--- src/rtl/mxint_block_accumulator.sv ---
// mxint_block_accumulator
// Sums IN_DEPTH consecutive MX blocks (BLOCK_SIZE signed mantissas sharing one
// exponent) into a single MX block. Each incoming block is aligned to the
// largest exponent seen so far in the group. UNDERFLOW_BITS fractional guard
// bits keep precision when the smaller-exponent operand is shifted right.
module mxint_block_accumulator #(
   parameter int DATA_IN_0_PRECISION_0 = 4,
   parameter int DATA_IN_0_PRECISION_1 = 8,
   parameter int BLOCK_SIZE            = 1,
   parameter int IN_DEPTH              = 8,
   parameter int UNDERFLOW_BITS        = 4,
   localparam int ACC_W = DATA_IN_0_PRECISION_0 + $clog2(IN_DEPTH) + UNDERFLOW_BITS
) (
   input  logic                                              clk,
   input  logic                                              rst,
   input  logic [BLOCK_SIZE-1:0][DATA_IN_0_PRECISION_0-1:0]  mdata_in_0,
   input  logic [DATA_IN_0_PRECISION_1-1:0]                  edata_in_0,
   input  logic                                              data_in_0_valid,
   output logic                                              data_in_0_ready,
   output logic [BLOCK_SIZE-1:0][ACC_W-1:0]                  mdata_out_0,
   output logic [DATA_IN_0_PRECISION_1-1:0]                  edata_out_0,
   output logic                                              data_out_0_valid,
   input  logic                                              data_out_0_ready
);

   localparam int P0    = DATA_IN_0_PRECISION_0;
   localparam int P1    = DATA_IN_0_PRECISION_1;
   localparam int CNT_W = (IN_DEPTH > 1) ? $clog2(IN_DEPTH) : 1;
   localparam logic [CNT_W-1:0] LAST_CNT = CNT_W'(IN_DEPTH - 1);

   // Arithmetic right shift (floor); shifts of ACC_W or more collapse to the sign fill.
   function automatic logic [ACC_W-1:0] asr_fill(input logic [ACC_W-1:0] v,
                                                 input logic [P1-1:0]    sh);
      logic [ACC_W-1:0] r;
      if (32'(sh) >= 32'(ACC_W)) begin
         r = {ACC_W{v[ACC_W-1]}};
      end else begin
         r = ACC_W'($signed(v) >>> sh);
      end
      return r;
   endfunction

   // Sign-extend a mantissa to the accumulator width and place it above the guard bits.
   function automatic logic [ACC_W-1:0] extend_mant(input logic [P0-1:0] m);
      logic [ACC_W-1:0] r;
      r = ACC_W'($signed(m));
      r = r << UNDERFLOW_BITS;
      return r;
   endfunction

   logic [BLOCK_SIZE-1:0][ACC_W-1:0] acc_q, acc_d;
   logic [BLOCK_SIZE-1:0][ACC_W-1:0] mout_q, mout_d;
   logic [BLOCK_SIZE-1:0][ACC_W-1:0] sum_s;
   logic [P1-1:0]                    exp_q, exp_d;
   logic [P1-1:0]                    eout_q, eout_d;
   logic [P1-1:0]                    shift_s;
   logic [P1-1:0]                    new_exp_s;
   logic [CNT_W-1:0]                 cnt_q, cnt_d;
   logic                             ovalid_q, ovalid_d;
   logic                             accept_s;
   logic                             first_s;
   logic                             exp_gt_s;
   logic [ACC_W-1:0]                 x_s;

   assign data_in_0_ready  = ~rst & ~ovalid_q;
   assign accept_s         = data_in_0_valid & data_in_0_ready;
   assign mdata_out_0      = mout_q;
   assign edata_out_0      = eout_q;
   assign data_out_0_valid = ovalid_q;

   // Alignment datapath: exponent compare, shared shift distance and per-lane sums.
   always_comb begin
      sum_s     = '0;
      x_s       = '0;
      first_s   = (cnt_q == {CNT_W{1'b0}});
      exp_gt_s  = (edata_in_0 > exp_q);
      if (exp_gt_s) begin
         shift_s = edata_in_0 - exp_q;
      end else begin
         shift_s = exp_q - edata_in_0;
      end
      if (first_s || exp_gt_s) begin
         new_exp_s = edata_in_0;
      end else begin
         new_exp_s = exp_q;
      end
      for (int l = 0; l < BLOCK_SIZE; l++) begin
         x_s = extend_mant(mdata_in_0[l]);
         if (first_s) begin
            sum_s[l] = x_s;
         end else if (exp_gt_s) begin
            sum_s[l] = asr_fill(acc_q[l], shift_s) + x_s;
         end else begin
            sum_s[l] = acc_q[l] + asr_fill(x_s, shift_s);
         end
      end
   end

   // Next-state: accumulate accepted beats, publish the group result, retire it on handshake.
   always_comb begin
      acc_d    = acc_q;
      exp_d    = exp_q;
      cnt_d    = cnt_q;
      mout_d   = mout_q;
      eout_d   = eout_q;
      ovalid_d = ovalid_q;
      if (accept_s) begin
         acc_d = sum_s;
         exp_d = new_exp_s;
         if (cnt_q == LAST_CNT) begin
            cnt_d    = {CNT_W{1'b0}};
            mout_d   = sum_s;
            eout_d   = new_exp_s;
            ovalid_d = 1'b1;
         end else begin
            cnt_d = cnt_q + CNT_W'(1);
         end
      end else if (ovalid_q && data_out_0_ready) begin
         ovalid_d = 1'b0;
      end else begin
         ovalid_d = ovalid_q;
      end
   end

   // State registers with synchronous reset.
   always_ff @(posedge clk) begin
      if (rst) begin
         acc_q    <= '0;
         exp_q    <= {P1{1'b0}};
         cnt_q    <= {CNT_W{1'b0}};
         mout_q   <= '0;
         eout_q   <= {P1{1'b0}};
         ovalid_q <= 1'b0;
      end else begin
         acc_q    <= acc_d;
         exp_q    <= exp_d;
         cnt_q    <= cnt_d;
         mout_q   <= mout_d;
         eout_q   <= eout_d;
         ovalid_q <= ovalid_d;
      end
   end

endmodule

--- config.mk ---
export PLATFORM = sky130hd
export DESIGN_NAME = mxint_block_accumulator
export DESIGN_NICKNAME = d
export VERILOG_FILES = /design/src/rtl/mxint_block_accumulator.sv
export SDC_FILE = /design/constraint.sdc
export NUM_CORES = 1
export LEC_CHECK = 0
export CORE_UTILIZATION = 46
export CTS_CLUSTER_SIZE = 30
export DETAILED_ROUTE_END_ITERATION = 10
export GPL_ROUTABILITY_DRIVEN = 0
export PLACE_DENSITY = 0.69
export SLEW_MARGIN = 0
export SYNTH_ARGS = -nofsm -noshare
export SYNTH_HDL_FRONTEND = slang
export SYNTH_SLANG_ARGS = --single-unit
export TNS_END_PERCENT = 10
--- constraint.sdc ---
create_clock -name clk -period 4.9 [get_ports clk]
set_input_delay 0.98 -clock clk [delete_from_list [all_inputs] [get_ports clk]]
set_output_delay 0.98 -clock clk [all_outputs]
set_load 0.01 [all_outputs]
==> reports/metrics.cfg <==
[outcome]
status = finished, violations left
violations = setup timing

[power]
net-switching-power_uw = 708
power_density_nw_per_um2 = 274
worst_ir_drop_vdd_uv = 258
combPwrFrac = 0.625
total_power_mw = 1.69
p_seq_frac = 0.235
internal-power_uw = 987
netSwitchingFraction = 0.418
p_clk_frac = 0.141
leakage_nw = 2.54

[global_route]
grt_pass1_vias = 4815
grt.total_usage = 0.300
antenna_found_initial = 0
grt_remaining_overflow = 0
grt_max_degree = 27
grt_pass1_wl_um = 23300

[synth]
synth_nets = 581
yosysTopAreaCell = dfxtp_1
ys.flop_type = dfxtp_1
synth_top_cell_area_share = 0.203
synth_warnings = 0
seq_area_frac_synth = 0.203
synth_cell_types = 75
async_flop_share = 0
synth_edf_count = 0
syn-cell-area_um2 = 4140
ys_ff_latch = 42
synth.avg_cell_area_um2 = 7.86
synth_area_leaders = dfxtp_1 20%, ha_1 11%, o21ai_0 5.1%
synth_cells = 526

[place]
placed_cell_area_um2 = 5390
dpl.hpwl_um = 10000
io_buffers = 36

[final_layout]
utilization = 0.710
insertedDiodeCount = 0
area_delta_synth_final_pct = 49.7
drive_gt1_frac = 0.385
nets = 730
fin_area_um2 = 6190

[die]
initial_core_util = 0.474
io_pins = 37
die-width_um = 96.8
dieArea_um2 = 9380
num_rows = 34
core_um2 = 8720
die_h_um = 96.8

[clocking]
clockBufferDepth = 2
h-tree-depth = 2
clock_latency_ps = 290
clkSinkCount = 42
path_clk_slew_ps = 80
clock-root-buffer = clkbuf_8
cts_tree = yes
cts_inserted_buffers = 5

[sta]
setup_viol = 8
worst_clock_skew_ps = 6.25
timing.fmax_ghz = 0.197
finalMaxSlewViolations = 0
period_share = 1.04
setup_slack_ps = -188
grt_setup_unrepaired = yes
hold_viol = 0
relSlewSlack = 0.343
fin_crit_ps = 5090
worst_pin_slew_ps = 986

[critical_path]
crit_buf_inv = 3
path_cells = buf_8 > ha_4 > inv_2 > fa_2 > nand3_2 > nand2_2 > o41a_1 > a221oi_4 > o211a_4 > o211ai_1 > buf_4 > o32ai_4 > a21oi_2 > ha_1 > nor2b_4 > o21ai_2 > a21boi_2 > o21ai_2 > a211oi_2 > nor3_1 > nand4b_1 > xnor2_2 > o21ai_1
cp_top_family = compound AO/OA/AOI/OAI gates
cpPeakStageDelay_ps = 410
end_kind = register
cpMostUsedCell = o21ai_2
cp_max_fo = 7
path_class = in -> reg
crit_required_ps = 5050
arrival_ps = 5240
cp-start-kind = primary input
crit_slowest_cell = o41a_1

[detailed_routing]
drt_iter0_drc = 361
viasPerCell = 6.28
final_antenna_net_count = 0
via_count = 4926
firstDrtPassIters = 6
routed_wl_um = 15100
wl_per_cell_um = 19.3
drcViolationCount = 0

[worst_hold_path]
hold_class = reg -> reg

[run]
max_cap_viol_count = 0

## repair_timing
item / CTS / global route
gates cloned: 1 / 0
hold buffers: 0 / 0
pin swaps: 45 / 44
setup buffers: 14 / 12
endpoints found under the setup margin: 15 / 14
resized for setup: 100 / 52
endpoints found under the hold margin: 0 / 0
## cells in the final DEF (no fill, tap or decap), types with 5 or more instances in the layout
master,synthesis,layout
ha_1,35,21
xnor2_1,8,7
buf_4,0,121
buf_6,1,11
nor3_1,9,7
a21oi_1,38,21
clkdlybuf4s50_1,0,28
ha_4,0,10
and2_1,5,5
or3_1,7,6
a21oi_2,4,15
o211ai_1,5,5
o21ai_0,42,29
o21ai_1,4,12
a311oi_1,8,8
a32o_1,5,5
nand2_1,44,40
mux4_2,6,6
nand3_1,29,27
inv_2,0,7
clkbuf_8,0,6
inv_1,34,24
o31ai_1,7,7
nor2_1,31,30
dfxtp_1,42,42
a31oi_1,10,9
a22o_1,9,9
o21ai_2,1,6
a21oi_4,1,7
a21o_1,11,11
## per-layer routing
layer | share of wire | routed length [um] | global-route usage
met5 | 0 | 0 | 0
met4 | 0.050 | 759 | 0.129
met3 | 0.065 | 983 | 0.0419
met2 | 0.48 | 7220 | 0.506
met1 | 0.41 | 6160 | 0.380
## worst reg2reg max path, cell delays in order (launching register included)
cell and delay [ps]:
dfxtp_1 400, inv_1 150, ha_4 150, inv_2 40, fa_2 400, nand3_2 100
nand2_2 70, o41a_1 410, a221oi_4 310, o211a_4 300, o211ai_1 160, buf_4 180
o32ai_4 230, a21oi_2 90, ha_1 340, nor2b_4 180, o21ai_2 80, a21boi_2 160
o21ai_2 110, a211oi_2 260, nor3_1 60, nand4b_1 230, xnor2_2 250, o21ai_1 90
## registers in the layout, indices dropped and copies added (netlist names)
| register | flops |
|---|---|
| cnt_q | 3 |
| edata_out_0 | 8 |
| acc_q | 11 |
| data_out_0_valid | 1 |
| mdata_out_0 | 11 |
| exp_q | 8 |
## per-stage QoR
step	std cells	setup WS [ps]	hold WS [ps]	TNS (ps)
after floorplan	526	-37.5	448	-164
after global placement	750	-919	451	-11990
after detailed placement	750	-1050	463	-13760
after CTS	773	-125	483	-685
after global routing	784	-389	496	-2900
final	784	-188	482	-943
## Yosys cell counts, types with 3 or more instances
cell,instances
a211oi_1,5
a21o_1,11
a311oi_1,8
nand4_1,3
o22ai_1,4
a21boi_0,4
a211o_1,3
nor2_1,31
o21ai_1,4
xnor2_1,8
a21oi_1,38
mux2_1,3
buf_2,8
a22o_1,9
o211ai_1,5
o31ai_1,7
a21oi_2,4
nand2_1,44
and2_1,5
ha_1,35
and3_1,5
inv_1,34
nor3_1,9
nor2b_1,5
dfxtp_1,42
or3_1,7
a31oi_1,10
nor4_1,5
mux2i_1,5
clkbuf_1,18
nand3_1,29
fa_1,4
nand2b_1,4
mux2_2,3
mux4_2,6
o21a_1,5
a32o_1,5
o21ai_0,42
## worst paths after layout
kind	from	end	slack (ps)	depth (start not counted)
max reg2reg	exp_q[0]$_SDFFE_PP0P_	acc_q[10]$_SDFFE_PP0P_	20	23
max	edata_in_0[0]	acc_q[10]$_SDFFE_PP0P_	-190	23
min reg2reg	mdata_out_0[6]$_SDFFE_PP0P_	mdata_out_0[6]$_SDFFE_PP0P_	480	2
min	mdata_out_0[6]$_SDFFE_PP0P_	mdata_out_0[6]$_SDFFE_PP0P_	480	2
## cell families (layout without fill, tap and decap cells)
| kind of cell | count (synthesis) | count (layout) | synth area share |
|---|---|---|---|
| adders and majority gates | 39 | 39 | 0.125 |
| buffers and inverters | 63 | 213 | 0.0653 |
| muxes | 17 | 17 | 0.0611 |
| and+or+nand+nor | 167 | 167 | 0.205 |
| xor gates and xnor gates | 10 | 10 | 0.0212 |
| AOI/OAI and AO/OA | 188 | 188 | 0.319 |
| DFF | 42 | 42 | 0.203 |
## layout make-up
cell class / instances / area, um2
inverters: 35 / 139
fillers: 622 / 2530
clock buffers: 7 / 86.3
multi-input cells: 421 / 3560
flip-flops and latches: 42 / 841
well taps: 108 / 135
repair buffers: 170 / 1430
clock inverters: 1 / 8.76
## power groups by stage
stage	registers (mW)	clock network [mW]	logic, mW
2_1_floorplan	0.386	0	0.514
3_3_place_gp	0.401	0	0.818
3_5_place_dp	0.402	0	0.837
4_1_cts	0.395	0.242	0.938
5_1_grt	0.401	0.259	1.12
6_report	0.398	0.238	1.06
No activity file was read; power rests on OpenSTA's default activity.
==> edit 1, RTL diff (same flow settings) <==
The parameter `DATA_IN_0_PRECISION_0` goes from 4 to 8.
--- a/src/rtl/mxint_block_accumulator.sv
+++ b/src/rtl/mxint_block_accumulator.sv
@@ -5,5 +5,5 @@
 // bits keep precision when the smaller-exponent operand is shifted right.
 module mxint_block_accumulator #(
-   parameter int DATA_IN_0_PRECISION_0 = 4,
+   parameter int DATA_IN_0_PRECISION_0 = 8,
    parameter int DATA_IN_0_PRECISION_1 = 8,
    parameter int BLOCK_SIZE            = 1,
Interface: changed (resized mdata_in_0 and mdata_out_0); port bits go from 37 to 45. No check against the original RTL was run, so the function may have changed too.
==> edit 1 against the original RTL <==
- the flow still finishes with violations (setup timing)
- count of clock-buffer cells in the layout did not move
- final area rose by 31%
- power rose by 71%
- sequential share of layout area shrank 1.2 points
- critical endpoint is now acc_q[14]$_SDFFE_PP0P_
- routed wire length is 38% higher
- sequential cell count rose by 8
- setup slack worse by 0.69 ns
- synthesized area increased by 28%
- critical path depth increased by 4
==> edit 1: results (changes against the original RTL) <==
Initial antenna violation count - 0 (unchanged)
Largest net degree at the start of global routing - 41 (+52%)
Critical Path Slowest Stage Cell - or3_4
Slowest cell delay on critical path - 0.46 ns (+0.05 ns)
Dpl cells - 980 (+31%)
Dpl ws - -1.817 ns (-0.7703 ns)
# nets final - 956 (+31%)
Post-synth cell types - 83 (+11%)
Final wirelength - 20940 um (+38%)
Top post-synthesis cells by count - nand2_1, dfxtp_1, nor2_1, o21ai_0, ha_1
Clock-pin transition on the worst setup and hold timing paths - 0.06 ns (-0.02 ns)
# H-tree levels - 2 (unchanged)
Syn Area/Cell - 7.864 um^2 (about the same)
Measured slew at the worst slew-check pin - 0.9581 ns (-0.02765 ns)
Syn. warnings - 0 (unchanged)
Final Setup Violations - 26 (+18)
Setup_tns - -13.31 ns (-12.37 ns)
Largest cells by area after synthesis - dfxtp_1, ha_1, nand2_1, mux4_2, o21ai_0
CTS buffer count - 5 (unchanged)
Crit Path Max Fanout - 5 (-2)
Crit path to - acc_q[14]$_SDFFE_PP0P_
First-pass GRT wire length - 31670 um (+36%)
Violated checks - setup timing
Hpwl dp - 14140 um (+41%)
Port bufs - 44 (+22%)
Crit Reg-Reg Startpoint - exp_q[1]$_SDFFE_PP0P_
Area of placed instances - 7127 um^2 (+32%)
Status - finished with violations
Via count - 6500 (+32%)
Predominant post-synthesis flop cell - dfxtp_1
Leak - 3.413 nW (+34%)
Hold EP - mdata_out_0[10]$_SDFFE_PP0P_
Post-Syn Nets - 745 (+28%)
Hold Path Class - register to register
Seq/Total Area, Yosys - 18.89% (-1.4 points)
Worst Path Arrival - 5.96 ns (+0.72 ns)
Worst hold start - mdata_out_0[10]$_SDFFE_PP0P_
Critical Path Start - edata_in_0[0]
Worst hold slack - 0.4577 ns (-0.02457 ns)
CTS root buf - clkbuf_16
Switching part of the total - 43.40% (+1.6 points)
Clock Skews - 0.005991 ns (-0.0002623 ns)
Top delay family on crit path - compound AO/OA/AOI/OAI gates
Fin worst setup slack - -0.8819 ns (-0.6940 ns)
DRC marker count from the first detailed-route iteration - 723 (+100%)
Gr usage total - 34.41% (+4.5 points)
DR WL/cell - 20.41 um (+5.8%)
Worst reg-to-reg setup slack - -0.54 ns (-0.56 ns)
Worst VDD drop - 0.0001910 V (-26%)
Worst-Skew Late Latency - 0.30 ns
Fraction of layout cells with a size suffix above 1 - 40.18% (+1.7 points)
==> edit 1: cell families after synthesis <==
kind of cell               count (synthesis)  synth area share [%]
xor gates and xnor gates                  18                 3.116
AOI/OAI and AO/OA                        224                 29.67
DFF                                       50                 18.89
adders and majority gates                 51                 12.61
and+or+nand+nor                          226                 20.59
muxes                                     32                 9.183
buffers and inverters                     73                 5.949
==> edit 1: timing repair <==
item                       CTS  global route
pin swaps                   59            42
gates resized for setup    116            53
gates cloned                 0             0
setup endpoints to repair   28            26
setup buffers               29             9
==> edit 1: routing by layer <==
| metal | share of wire, % | wire length [um] | track usage (%) | up-vias |
|---|---|---|---|---|
| met4 | 4.9 | 1026 | 16.00 | 0 |
| met3 | 9.2 | 1928 | 6.106 | 117 |
| li1 | - | - | - | 2925 |
| met2 | 46 | 9697 | 58.00 | 399 |
| met5 | 0 | 0 | 0 | - |
| met1 | 40 | 8289 | 42.62 | 3059 |
==> edit 1: final cells by class <==
type	count	area [um^2]
Clock inverter	1	5.005
Tap cell	140	175.2
Sequential cell	50	1001
Inverter	30	130.1
Timing Repair Buffer	247	2017
Fill cell	777	2933
Multi-Input combinational cell	551	4627
Clock buffer	7	142.6
==> edit 1: power groups by stage <==
stage               clock network, mW  logic [mW]  registers [mW]
floorplan                           0       0.999           0.471
global placement                    0        1.61           0.488
detailed placement                  0        1.66           0.490
CTS                             0.362        1.84           0.484
global route                    0.370        2.17           0.489
finish                          0.356        2.06           0.487
==> edit 2, RTL diff (config.mk and constraints unchanged) <==
Made on the original files. Reset style: asynchronous (`rst`), changed in one clocked block. Comments in the files are not updated.
--- a/src/rtl/mxint_block_accumulator.sv
+++ b/src/rtl/mxint_block_accumulator.sv
@@ -124,5 +124,5 @@
 
    // State registers with synchronous reset.
-   always_ff @(posedge clk) begin
+   always_ff @(posedge clk or posedge rst) begin
       if (rst) begin
          acc_q    <= '0;
Function: changed (a bounded check fails within 10 cycles, from zero or initial values and one cycle with rst high; the reset may be asserted at any time).
==> edit 2 against the original RTL <==
- the run still ends with setup timing left
- sequential cell count unchanged
- fmax shrank 3.0%
- final area decreased by 3.3%
- largest cell class unchanged
- critical endpoint is now acc_q[6]$_DFFE_PP0P_
- routed wire length down 11%
- synthesized area is 0.82% higher
- die area increased by 0.81%
- setup slack worse by 0.16 ns
- critical path type unchanged
Power is left out: it rests on default switching activity, and per cell area and clock period it moved more than threefold.
==> edit 2: results (changes against the original RTL) <==
Status - finished with violations
Violated checks - setup timing
Fin worst setup slack - -0.3471 ns (-0.1592 ns)
Measured slew at the worst slew-check pin - 1.021 ns (+0.03482 ns)
DRC marker count from the first detailed-route iteration - 335 (-7.2%)
# nets final - 701 (-4.0%)
Dpl cells - 730 (-2.7%)
Post-Syn Nets - 569 (-2.1%)
Met2 routed WL - 6233 um (-14%)
Cells after Synth - 514 (-2.3%)
Met3 Track Usage GR - 3.525% (-0.67 points)
Largest cells by area after synthesis - dfrtp_1, ha_1, o21ai_0, nand2_1, mux2i_1
Predominant post-synthesis flop cell - dfrtp_1
Crit Reg-Reg Startpoint - exp_q[0]$_DFFE_PP0P_
Post-synth cell types - 68 (-9.3%)
Via count - 4460 (-9.5%)
Crit Path Max Fanout - 5 (-2)
WL met3 - 870 um (-11%)
Final Setup Violations - 12 (+4)
Clock Skews - 0.005983 ns (-0.0002697 ns)
Grt met1 use - 39.47% (+1.5 points)
Final non-filler cell total - 755 (-3.7%)
Seq/Total Area, Yosys - 25.20% (+4.9 points)
Setup_tns - -2.954 ns (-2.012 ns)
Worst r2r path cells - 25 (+8.7%)
Top post-synthesis cells by count - nand2_1, o21ai_0, dfrtp_1, ha_1, nor2_1
Met2 GRT Util - 46.86% (-3.7 points)
Largest net degree at the start of global routing - 29 (+7.4%)
DR WL/cell - 17.85 um (-7.5%)
First-pass GRT wire length - 22020 um (-5.5%)
Metal-1 WL - 6072 um (-1.5%)
Dpl ws - -1.267 ns (-0.2199 ns)
Fill cell count - 673 (+8.2%)
Crit path to - acc_q[6]$_DFFE_PP0P_
## edit 2: changes by cell type after synthesis, moves of 4 or more
cell / unedited run / this run
buf_2: 8 / 4
mux2i_1: 5 / 20
nand3_1: 29 / 11
a311oi_1: 8 / 1
dfxtp_1: 42 / 0
a21oi_1: 38 / 31
a21o_1: 11 / 7
a21oi_2: 4 / 0
dfrtp_1: 0 / 42
a22o_1: 9 / 0
o21ai_0: 42 / 53
nand2_1: 44 / 69
a32o_1: 5 / 0
nor2_1: 31 / 35
## edit 2: how the worst min path moves through the flow
stage | startpoint | end | slack, ns | depth (start not counted)
global route | mdata_out_0[4]$_DFFE_PP0P_ | mdata_out_0[4]$_DFFE_PP0P_ | 0.51 | 2
finish | mdata_out_0[7]$_DFFE_PP0P_ | mdata_out_0[7]$_DFFE_PP0P_ | 0.49 | 2
CTS | mdata_out_0[7]$_DFFE_PP0P_ | mdata_out_0[7]$_DFFE_PP0P_ | 0.49 | 2
floorplan | cnt_q[2]$_DFFE_PP0P_ | cnt_q[2]$_DFFE_PP0P_ | 0.49 | 2
detailed placement | mdata_out_0[7]$_DFFE_PP0P_ | mdata_out_0[7]$_DFFE_PP0P_ | 0.47 | 2
global placement | edata_out_0[5]$_DFFE_PP0P_ | edata_out_0[5]$_DFFE_PP0P_ | 0.47 | 2
## edit 2: per-stage QoR
stage | instance area, um^2 | hold slack [ns]
after CTS | 5868 | 0.4902
after global routing | 5992 | 0.5105
final | 5992 | 0.4892
after detailed placement | 5345 | 0.4712
after floorplan | 4225 | 0.4883
after global placement | 5345 | 0.4654
## edit 2: critical path, stage by stage
cell	delay [ns]
buf_6	0.10
inv_4	0.05
ha_4	0.12
inv_2	0.03
fa_2	0.38
a211oi_4	0.27
nor3_2	0.10
o32ai_4	0.27
buf_12	0.17
buf_4	0.14
mux2_4	0.34
o21ai_4	0.16
a21oi_4	0.08
o31ai_4	0.23
ha_2	0.25
inv_2	0.05
fa_2	0.37
nor2b_2	0.13
o21ai_2	0.08
a21boi_2	0.14
o21a_1	0.19
o21ai_4	0.10
buf_4	0.14
nand3_1	0.08
o311ai_0	0.13
o21ai_1	0.22
o21ai_1	0.10
## edit 2: repair_timing
item | in CTS | in global routing
hold buffers | 0 | 0
setup endpoints to repair | 20 | 16
resized for setup | 88 | 23
pin swaps | 39 | 15
setup buffers | 14 | 3
## edit 2: logic make-up after synthesis
kind of cell	after synthesis	synth area share, %
xor+xnor	14	3.301
fa+ha+maj	39	12.42
buf+inv	60	5.971
simple gates	169	19.11
flops	42	25.20
mux	29	8.461
compound gates	161	25.53
## edit 2: area by class of cell
type	instances	area share [%]
Tap cell	108	2.255
Clock inverter	1	0.08352
Clock buffer	7	1.441
Timing Repair Buffer	152	20.82
Sequential cell	42	17.54
Inverter	33	2.109
Multi-Input combinational cell	412	55.75
